File: src/rtl/shift_writeback_pkg.sv
// Shared definitions for the shift unit and its writeback stage:
// shift-code constants and the occupancy state encoding.
package shift_writeback_pkg;

    localparam logic [1:0] CODE_DIRECT  = 2'b00;
    localparam logic [1:0] CODE_RIGHT   = 2'b01;
    localparam logic [1:0] CODE_LEFT    = 2'b10;
    localparam logic [1:0] CODE_ILLEGAL = 2'b11;

    typedef enum logic [1:0] {
        ST_EMPTY = 2'b00,
        ST_ONE   = 2'b01,
        ST_FULL  = 2'b10
    } occState_e;

    function automatic logic isIllegal(input logic [1:0] code);
        return (code == CODE_ILLEGAL);
    endfunction

endpackage

File: src/rtl/shift_writeback_if.sv
// Bus between the shift unit, the writeback stage and the register-file write port.
interface shift_writeback_if #(
    parameter int size  = 8,
    parameter int ADDRW = 3
);
    logic [size-1:0]  shiftIn;
    logic [1:0]       codeIn;
    logic [ADDRW-1:0] destIn;
    logic             validIn;
    logic             readyOut;
    logic             wbStall;
    logic             regWrEn;
    logic [ADDRW-1:0] regWrAddr;
    logic [size-1:0]  regWrData;

    modport master (
        output shiftIn, codeIn, destIn, validIn, wbStall,
        input  readyOut, regWrEn, regWrAddr, regWrData
    );

    modport slave (
        input  shiftIn, codeIn, destIn, validIn, wbStall,
        output readyOut, regWrEn, regWrAddr, regWrData
    );
endinterface

File: src/rtl/shift_writeback_wb_fifo2.sv
// Two-entry FIFO whose occupancy is tracked by an EMPTY/ONE/FULL state machine;
// pointers are single bits so they wrap modulo 2 by construction.
module wb_fifo2
    import shift_writeback_pkg::*;
#(
    parameter int W = 13
) (
    input  logic         clk,
    input  logic         rst,
    input  logic         push,
    input  logic         pop,
    input  logic [W-1:0] wrData,
    output logic [W-1:0] rdData,
    output logic         full,
    output logic         empty
);
    occState_e    state_r;
    logic         wrPtr_r;
    logic         rdPtr_r;
    logic [W-1:0] mem_r [2];
    logic         pushOk_s;
    logic         popOk_s;

    assign pushOk_s = push && (state_r != ST_FULL);
    assign popOk_s  = pop  && (state_r != ST_EMPTY);
    assign full     = (state_r == ST_FULL);
    assign empty    = (state_r == ST_EMPTY);
    assign rdData   = mem_r[rdPtr_r];

    // Occupancy state, pointers and storage
    always_ff @(posedge clk) begin
        if (rst) begin
            state_r  <= ST_EMPTY;
            wrPtr_r  <= 1'b0;
            rdPtr_r  <= 1'b0;
            mem_r[0] <= '0;
            mem_r[1] <= '0;
        end else begin
            if (pushOk_s) begin
                mem_r[wrPtr_r] <= wrData;
                wrPtr_r        <= ~wrPtr_r;
            end
            if (popOk_s) begin
                rdPtr_r <= ~rdPtr_r;
            end
            case (state_r)
                ST_EMPTY: state_r <= pushOk_s ? ST_ONE : ST_EMPTY;
                ST_ONE: begin
                    if (pushOk_s && !popOk_s) begin
                        state_r <= ST_FULL;
                    end else if (popOk_s && !pushOk_s) begin
                        state_r <= ST_EMPTY;
                    end else begin
                        state_r <= ST_ONE;
                    end
                end
                ST_FULL:  state_r <= popOk_s ? ST_ONE : ST_FULL;
                default:  state_r <= ST_EMPTY;
            endcase
        end
    end

endmodule

File: src/rtl/shift_writeback.sv
// Writeback stage: buffers shift-unit results and issues one register-file write
// per popped legal entry, tracking zero/negative/illegal status flags.
module shift_writeback
    import shift_writeback_pkg::*;
#(
    parameter int size  = 8,
    parameter int ADDRW = 3
) (
    input  logic               clk,
    input  logic               rst,
    shift_writeback_if.slave   bus,
    output logic               flagZero,
    output logic               flagNeg,
    output logic               flagIllegal,
    output logic               busy
);
    localparam int ENTRYW = size + 2 + ADDRW;

    logic              full_s;
    logic              empty_s;
    logic              push_s;
    logic              pop_s;
    logic [ENTRYW-1:0] headEntry_s;
    logic [size-1:0]   headData_s;
    logic [1:0]        headCode_s;
    logic [ADDRW-1:0]  headDest_s;
    logic              regWrEn_r;
    logic [ADDRW-1:0]  regWrAddr_r;
    logic [size-1:0]   regWrData_r;

    assign bus.readyOut = !full_s;
    assign busy         = !empty_s;
    assign push_s       = bus.validIn && !full_s;
    assign pop_s        = !empty_s && !bus.wbStall;
    assign {headData_s, headCode_s, headDest_s} = headEntry_s;

    wb_fifo2 #(.W(ENTRYW)) uFifo (
        .clk    (clk),
        .rst    (rst),
        .push   (push_s),
        .pop    (pop_s),
        .wrData ({bus.shiftIn, bus.codeIn, bus.destIn}),
        .rdData (headEntry_s),
        .full   (full_s),
        .empty  (empty_s)
    );

    // Write strobe is a one-cycle pulse; address/data/flags hold between writes
    always_ff @(posedge clk) begin
        if (rst) begin
            regWrEn_r   <= 1'b0;
            regWrAddr_r <= '0;
            regWrData_r <= '0;
            flagZero    <= 1'b0;
            flagNeg     <= 1'b0;
            flagIllegal <= 1'b0;
        end else begin
            regWrEn_r <= 1'b0;
            if (pop_s && !isIllegal(headCode_s)) begin
                regWrEn_r   <= 1'b1;
                regWrAddr_r <= headDest_s;
                regWrData_r <= headData_s;
                flagZero    <= (headData_s == '0);
                flagNeg     <= headData_s[size-1];
            end
            if (push_s && isIllegal(bus.codeIn)) begin
                flagIllegal <= 1'b1;
            end
        end
    end

    assign bus.regWrEn   = regWrEn_r;
    assign bus.regWrAddr = regWrAddr_r;
    assign bus.regWrData = regWrData_r;

endmodule

File: src/flat_wrapper.sv
// flat-port wrapper written by rule: the top's interface ports become plain ports
module shift_writeback_flat import shift_writeback_pkg::*;
#(
    parameter int size  = 8,
    parameter int ADDRW = 3
)
  (clk, rst, flagZero, flagNeg, flagIllegal, busy, bus_shiftIn, bus_codeIn, bus_destIn, bus_validIn, bus_wbStall, bus_readyOut, bus_regWrEn, bus_regWrAddr, bus_regWrData);
  shift_writeback_if #(.size(size), .ADDRW(ADDRW)) bus_i ();
  input  logic clk;
  input  logic rst;
  output logic flagZero;
  output logic flagNeg;
  output logic flagIllegal;
  output logic busy;
  input wire logic [$bits(bus_i.shiftIn)-1:0] bus_shiftIn;
  input wire logic [$bits(bus_i.codeIn)-1:0] bus_codeIn;
  input wire logic [$bits(bus_i.destIn)-1:0] bus_destIn;
  input wire logic [$bits(bus_i.validIn)-1:0] bus_validIn;
  input wire logic [$bits(bus_i.wbStall)-1:0] bus_wbStall;
  output wire logic [$bits(bus_i.readyOut)-1:0] bus_readyOut;
  output wire logic [$bits(bus_i.regWrEn)-1:0] bus_regWrEn;
  output wire logic [$bits(bus_i.regWrAddr)-1:0] bus_regWrAddr;
  output wire logic [$bits(bus_i.regWrData)-1:0] bus_regWrData;
  assign bus_i.shiftIn = bus_shiftIn;
  assign bus_i.codeIn = bus_codeIn;
  assign bus_i.destIn = bus_destIn;
  assign bus_i.validIn = bus_validIn;
  assign bus_i.wbStall = bus_wbStall;
  assign bus_readyOut = bus_i.readyOut;
  assign bus_regWrEn = bus_i.regWrEn;
  assign bus_regWrAddr = bus_i.regWrAddr;
  assign bus_regWrData = bus_i.regWrData;
  shift_writeback #(.size(size), .ADDRW(ADDRW)) u_core (.clk(clk), .rst(rst), .bus(bus_i), .flagZero(flagZero), .flagNeg(flagNeg), .flagIllegal(flagIllegal), .busy(busy));
endmodule
File: config.mk
export PLATFORM = sky130hd
export DESIGN_NAME = shift_writeback_flat
export DESIGN_NICKNAME = d
export VERILOG_FILES = /design/src/rtl/shift_writeback_pkg.sv /design/src/rtl/shift_writeback_if.sv /design/src/rtl/shift_writeback_wb_fifo2.sv /design/src/rtl/shift_writeback.sv /design/src/flat_wrapper.sv
export SDC_FILE = /design/constraint.sdc
export NUM_CORES = 1
export LEC_CHECK = 0
export CAP_MARGIN = 5
export CELL_PAD_IN_SITES_DETAIL_PLACEMENT = 1
export CELL_PAD_IN_SITES_GLOBAL_PLACEMENT = 1
export CORE_MARGIN = 2
export CORE_UTILIZATION = 35
export DETAILED_ROUTE_END_ITERATION = 8
export GPL_TIMING_DRIVEN = 0
export PLACE_DENSITY_LB_ADDON = 0.1
export SETUP_SLACK_MARGIN = 0.4
export SYNTH_ARGS = -nofsm -noshare
export SYNTH_HDL_FRONTEND = slang
export SYNTH_SLANG_ARGS = --single-unit
export TNS_END_PERCENT = 50
File: constraint.sdc
create_clock -name clk -period 4.31 [get_ports clk]
set_clock_uncertainty 0.1 [all_clocks]
set_input_delay 0.431 -clock clk [delete_from_list [all_inputs] [get_ports clk]]
set_output_delay 0.431 -clock clk [all_outputs]
set_load 0.01 [all_outputs]
## Word-level counts from Yosys, hierarchy flattened

Memories as Yosys holds them, arrays and structs flattened. A register that Yosys moved wholly into a read port is not among the register bits.
Cells that the tools add are included.

- Word-level logic and storage cells: 51
- Bits of input ports: 17
- Memories kept: 1
- Output and inout port bits: 17
- Register bits after elaboration: 19
- Bits in writable memories: 26

- Muxes and demuxes: 16
- Equality and inequality tests: 5
- Bitwise logic cells: 2
- Reductions and logical operators: 18

Memory list:

| memory | depth | bits a word | rd ports | clocked after memory_dff | wr ports | RTL line | text |
|---|---|---|---|---|---|---|---|
| u_core.uFifo.mem_r | 2 | 13 | 1 | 1 | 2 | shift_writeback_wb_fifo2.sv:20 | `logic [W-1:0] mem_r [2];` |

Operator list:

| cell | count |
|---|---|
| $mux W13 | 1 |
| $reduce_or A13 Y1 | 1 |
| $mux W1 | 12 |
| $logic_and A1 B1 Y1 | 8 |
| $logic_not A8 Y1 | 1 |
| $eq A2 B2 Y1 const B | 3 |
| $logic_not A1 Y1 | 6 |
| $pmux W2 S3 | 1 |
| $mux W2 | 2 |
| $eq A2 B1 Y1 const B | 1 |
| $logic_not A2 Y1 | 1 |
| $ne A2 B2 Y1 const B | 1 |
| $not A1 Y1 | 2 |
| $reduce_bool A2 Y1 | 1 |

## Logic depth before layout (Yosys ltp)

- Depth after elaboration: 9
- Depth in mapped cells: 5
- Gate-level depth less buffers: 3

## By module

A second synthesis with hierarchy kept.

- Cells, all modules: 175
- Area total of the unflattened synthesis: 1930.6 um^2

By module, submodules not included:

| module | area an instance (um^2) | cells an instance | seq. area each (um^2) | instances |
|---|---|---|---|---|
| wb_fifo2 | 1382.6 | 110 | 880.8 | 1 |
| shift_writeback | 548.0 | 65 | 280.3 | 1 |

## Worst setup path before layout

No wires, ideal clock.

- Path type: input-to-reg
- Start point: in rst
- End point: mem u_core.uFifo.mem_r[1][0] (enable)
- Path buffers: 1
- Data required time: 3.927 ns
- Arrival time: 1.446 ns
- Path slack: 2.481 ns
- Stages on the path: 4
- Cells stage by stage: clkbuf_1 inv_1 and4_1 or2_2

RTL lines:

| element | RTL line | text |
|---|---|---|
| start: declaration | flat_wrapper.sv:10 | `input logic rst;` |
| end: declaration | shift_writeback_wb_fifo2.sv:20 |  |

## Final worst setup path

- Start point: reg u_core.uFifo.state_r[0]
- End point: out bus_readyOut

- Longest elaborated chain between the ends: 2

Ends and longest elaborated chain:

| element | RTL line | text |
|---|---|---|
| start: declaration | shift_writeback_wb_fifo2.sv:17 | `occState_e state_r;` |
| start signal: assignment | shift_writeback_wb_fifo2.sv:47 | `ST_EMPTY: state_r <= pushOk_s ? ST_ONE : ST_EMPTY;` |
| start signal: assignment | shift_writeback_wb_fifo2.sv:57 | `ST_FULL: state_r <= popOk_s ? ST_ONE : ST_FULL;` |
| $eq A2 B2 Y1 | shift_writeback_wb_fifo2.sv:26 | `assign full = (state_r == ST_FULL);` |
| $logic_not A1 Y1 | shift_writeback.sv:31 | `assign bus.readyOut = !full_s;` |
| end: declaration | flat_wrapper.sv:20 | `output wire logic [$bits(bus_i.readyOut)-1:0] bus_readyOut;` |

Every way passes these cells.

==> results.json <==
{
  "numCtsBuffers": 5,
  "power_frac_seq_pct": 56.7,
  "drc": 0,
  "place.gp.congestion": 0.758,
  "cts_resized": 0,
  "cts_tree": "done",
  "synth-seq-area-share_pct": 58.5,
  "layout-drive-gt1-share_pct": 9.52,
  "num_rows": 27,
  "dieArea_um2": 6290,
  "p_clk_share_pct": 28.1,
  "path_cells": "nand2b_1, clkdlybuf4s50_1",
  "layout.nets": 226,
  "syn_nets": 187,
  "rrSetupSlack_ps": 2510,
  "postRouteWirelength_um": 4340,
  "fin_setup_tns_ps": 0,
  "placed_cells": 274,
  "cp_slowest_stage_delay_ps": 590,
  "grt_overflow": 0,
  "synth_cells": 170,
  "clock_sinks": 45,
  "cap_violations": 0,
  "drtIter0Drc": 66,
  "fmax_ghz": 0.473,
  "synth_edf_count": 26,
  "cts_setup_buffers": 0,
  "max-slew-margin-rel_pct": 61.0,
  "path_clk_slew_ps": 80,
  "first_global_vias": 1448,
  "synth.distinct_cells": 38,
  "yosys-top-cells-count": "and2_1, edfxtp_1, dfxtp_1",
  "power_switching_share_pct": 24.2,
  "hold_viol_final": 0,
  "clockRootBuffer": "clkbuf_8",
  "yosysTopAreaCell": "edfxtp_1",
  "p_leak_nw": 0.891,
  "clk_latency_ps": 290,
  "setup_viol": 0,
  "multi_input_area_um2": 758,
  "p_switching_mw": 0.214,
  "hold-worst-slack_ps": 388,
  "area_growth_pct": 24.8,
  "final_core_util_pct": 45.0,
  "synth_area_leaders": "edfxtp_1, dfxtp_1, and2_1, nor4_1, a31oi_1",
  "die_y_um": 79.3,
  "hpwlAfterDp_um": 3290,
  "synth-seq-cells": 45,
  "cp.arrival_ps": 1590,
  "ir_drop_v": 0.000204,
  "core_area_um2": 5510,
  "tightestPinTransition_ps": 583,
  "hp-class": "reg2reg",
  "holdBufCountCts": 0,
  "critical_path_class": "reg2out",
  "grt_pass1_wl_um": 7250,
  "via_count": 1442,
  "crit_required_ps": 3780,
  "async_flop_share_pct": 0,
  "io_buffers": 32,
  "power.density_nw_per_um2": 357,
  "cp_slowest_cell": "clkdlybuf4s50_1",
  "finalCriticalPeriod_ps": 2120,
  "antenna_found_initial": 0,
  "grt_usage_pct": 15.4,
  "drv_slew": 0,
  "synth_area_per_cell_um2": 11.7,
  "fillers": 602,
  "insertedDiodeCount": 0,
  "synthFlopType": "edfxtp_1",
  "period_share_pct": 49.1,
  "regArea_um2": 1160,
  "grt_max_degree": 14,
  "ys_warn_count": 0,
  "combPwrFrac_pct": 15.2,
  "ant_nets": 0,
  "htreeDepth": 2,
  "viasPerCell": 5.11,
  "cts_buffer_depth": 2,
  "finalNonFillerCells": 282,
  "cp-end-kind": "primary output",
  "critPathLaunchType": "flop",
  "wl_per_cell_um": 15.4,
  "initial_utilization_pct": 36.0,
  "outcome": "completed",
  "die-width_um": 79.3,
  "rsz0062_at_grt": "no",
  "drt_pre_antenna_iters": 4,
  "netlist_area_um2": 1980,
  "intPower_mw": 0.670,
  "cp_max_fo": 7,
  "pin_count": 34,
  "synth_top_area_share_pct": 39.3
}
[layer usage]
metal / vias up / routed length [um] / part of all wire [%] / global-route usage, %
met1: 687 / 2030 / 47 / 19.8
met5: - / 0 / 0 / 0
met4: 0 / 38 / 0.88 / 5.00
met2: 37 / 2030 / 47 / 24.7
met3: 4 / 229 / 5.3 / 5.00
li1: 714 / - / - / -
[power groups by stage]
stage | clock network (mW) | registers (mW) | logic (mW)
final | 0.248 | 0.502 | 0.134
after global routing | 0.276 | 0.506 | 0.149
after CTS | 0.256 | 0.502 | 0.137
after detailed placement | 0 | 0.512 | 0.136
after global placement | 0 | 0.509 | 0.132
after floorplan | 0 | 0.511 | 0.0740
[critical path, delay by kind of cell (launching register included)]
family / cells / cell delay, ps
buffers and inverters: 1 / 590
and+or+nand+nor: 1 / 270
DFF: 1 / 430
[area by class of cell]
type	instances	area share (%)
Timing Repair Buffer	32	12.9
Buffer	13	2.48
Multi-Input combinational cell	111	30.6
Inverter	1	0.152
Clock inverter	1	0.202
Sequential cell	45	46.9
Clock buffer	7	3.08
Tap cell	72	3.64
[final timing paths]
path                                       from                                      to  depth (start not counted)
max reg2reg  u_core.uFifo.state_r[0]$_SDFF_PP0_  u_core.uFifo.mem_r[1][5]$_SDFFCE_PN0P_                          3
min             u_core.flagIllegal$_SDFFE_PP0P_         u_core.flagIllegal$_SDFFE_PP0P_                          2
min reg2reg     u_core.flagIllegal$_SDFFE_PP0P_         u_core.flagIllegal$_SDFFE_PP0P_                          2
max          u_core.uFifo.state_r[0]$_SDFF_PP0_                            bus_readyOut                          2
[flip-flops by register name, summed over array words and instances, names as in the netlist, named ones only]
| register | count |
|---|---|
| u_core.flagIllegal | 1 |
| u_core.bus.regWrEn | 1 |
| u_core.uFifo.rdPtr_r | 1 |
| u_core.flagZero | 1 |
| u_core.bus.regWrAddr | 3 |
| u_core.uFifo.state_r | 2 |
| u_core.flagNeg | 1 |
| u_core.uFifo.wrPtr_r | 1 |
| u_core.uFifo.mem_r | 26 |
| u_core.bus.regWrData | 7 |
[metrics by stage]
| stage | instance area, um2 | total power, mW | setup WS, ps |
|---|---|---|---|
| after CTS | 2480 | 0.896 | 2170 |
| after floorplan | 1980 | 0.585 | 2480 |
| final | 2480 | 0.885 | 2190 |
| after global routing | 2480 | 0.931 | 2070 |
| after global placement | 2390 | 0.642 | 2110 |
| after detailed placement | 2390 | 0.649 | 2070 |
[kinds of logic (layout without fill, tap and decap cells)]
logic type,after synthesis,after routing,synth area share (%)
AO/OA/AOI/OAI,24,24,8.76
XOR/XNOR,1,1,0.441
buffers and inverters,14,54,3.28
flip-flops,45,45,58.5
multiplexers,11,11,6.24
AND/OR/NAND/NOR,75,75,22.8
[placed cells by master, fill, tap and decap left out, types with 5 or more instances in the layout]
master / count
edfxtp_1: 26
nor2_1: 5
clkbuf_1: 11
clkdlybuf4s50_1: 32
nor3_1: 12
mux2_2: 6
a31oi_1: 11
mux2_1: 5
dfxtp_1: 19
and2_1: 26
clkbuf_8: 5
nor4_1: 12
No activity file was read; power rests on OpenSTA's default activity.
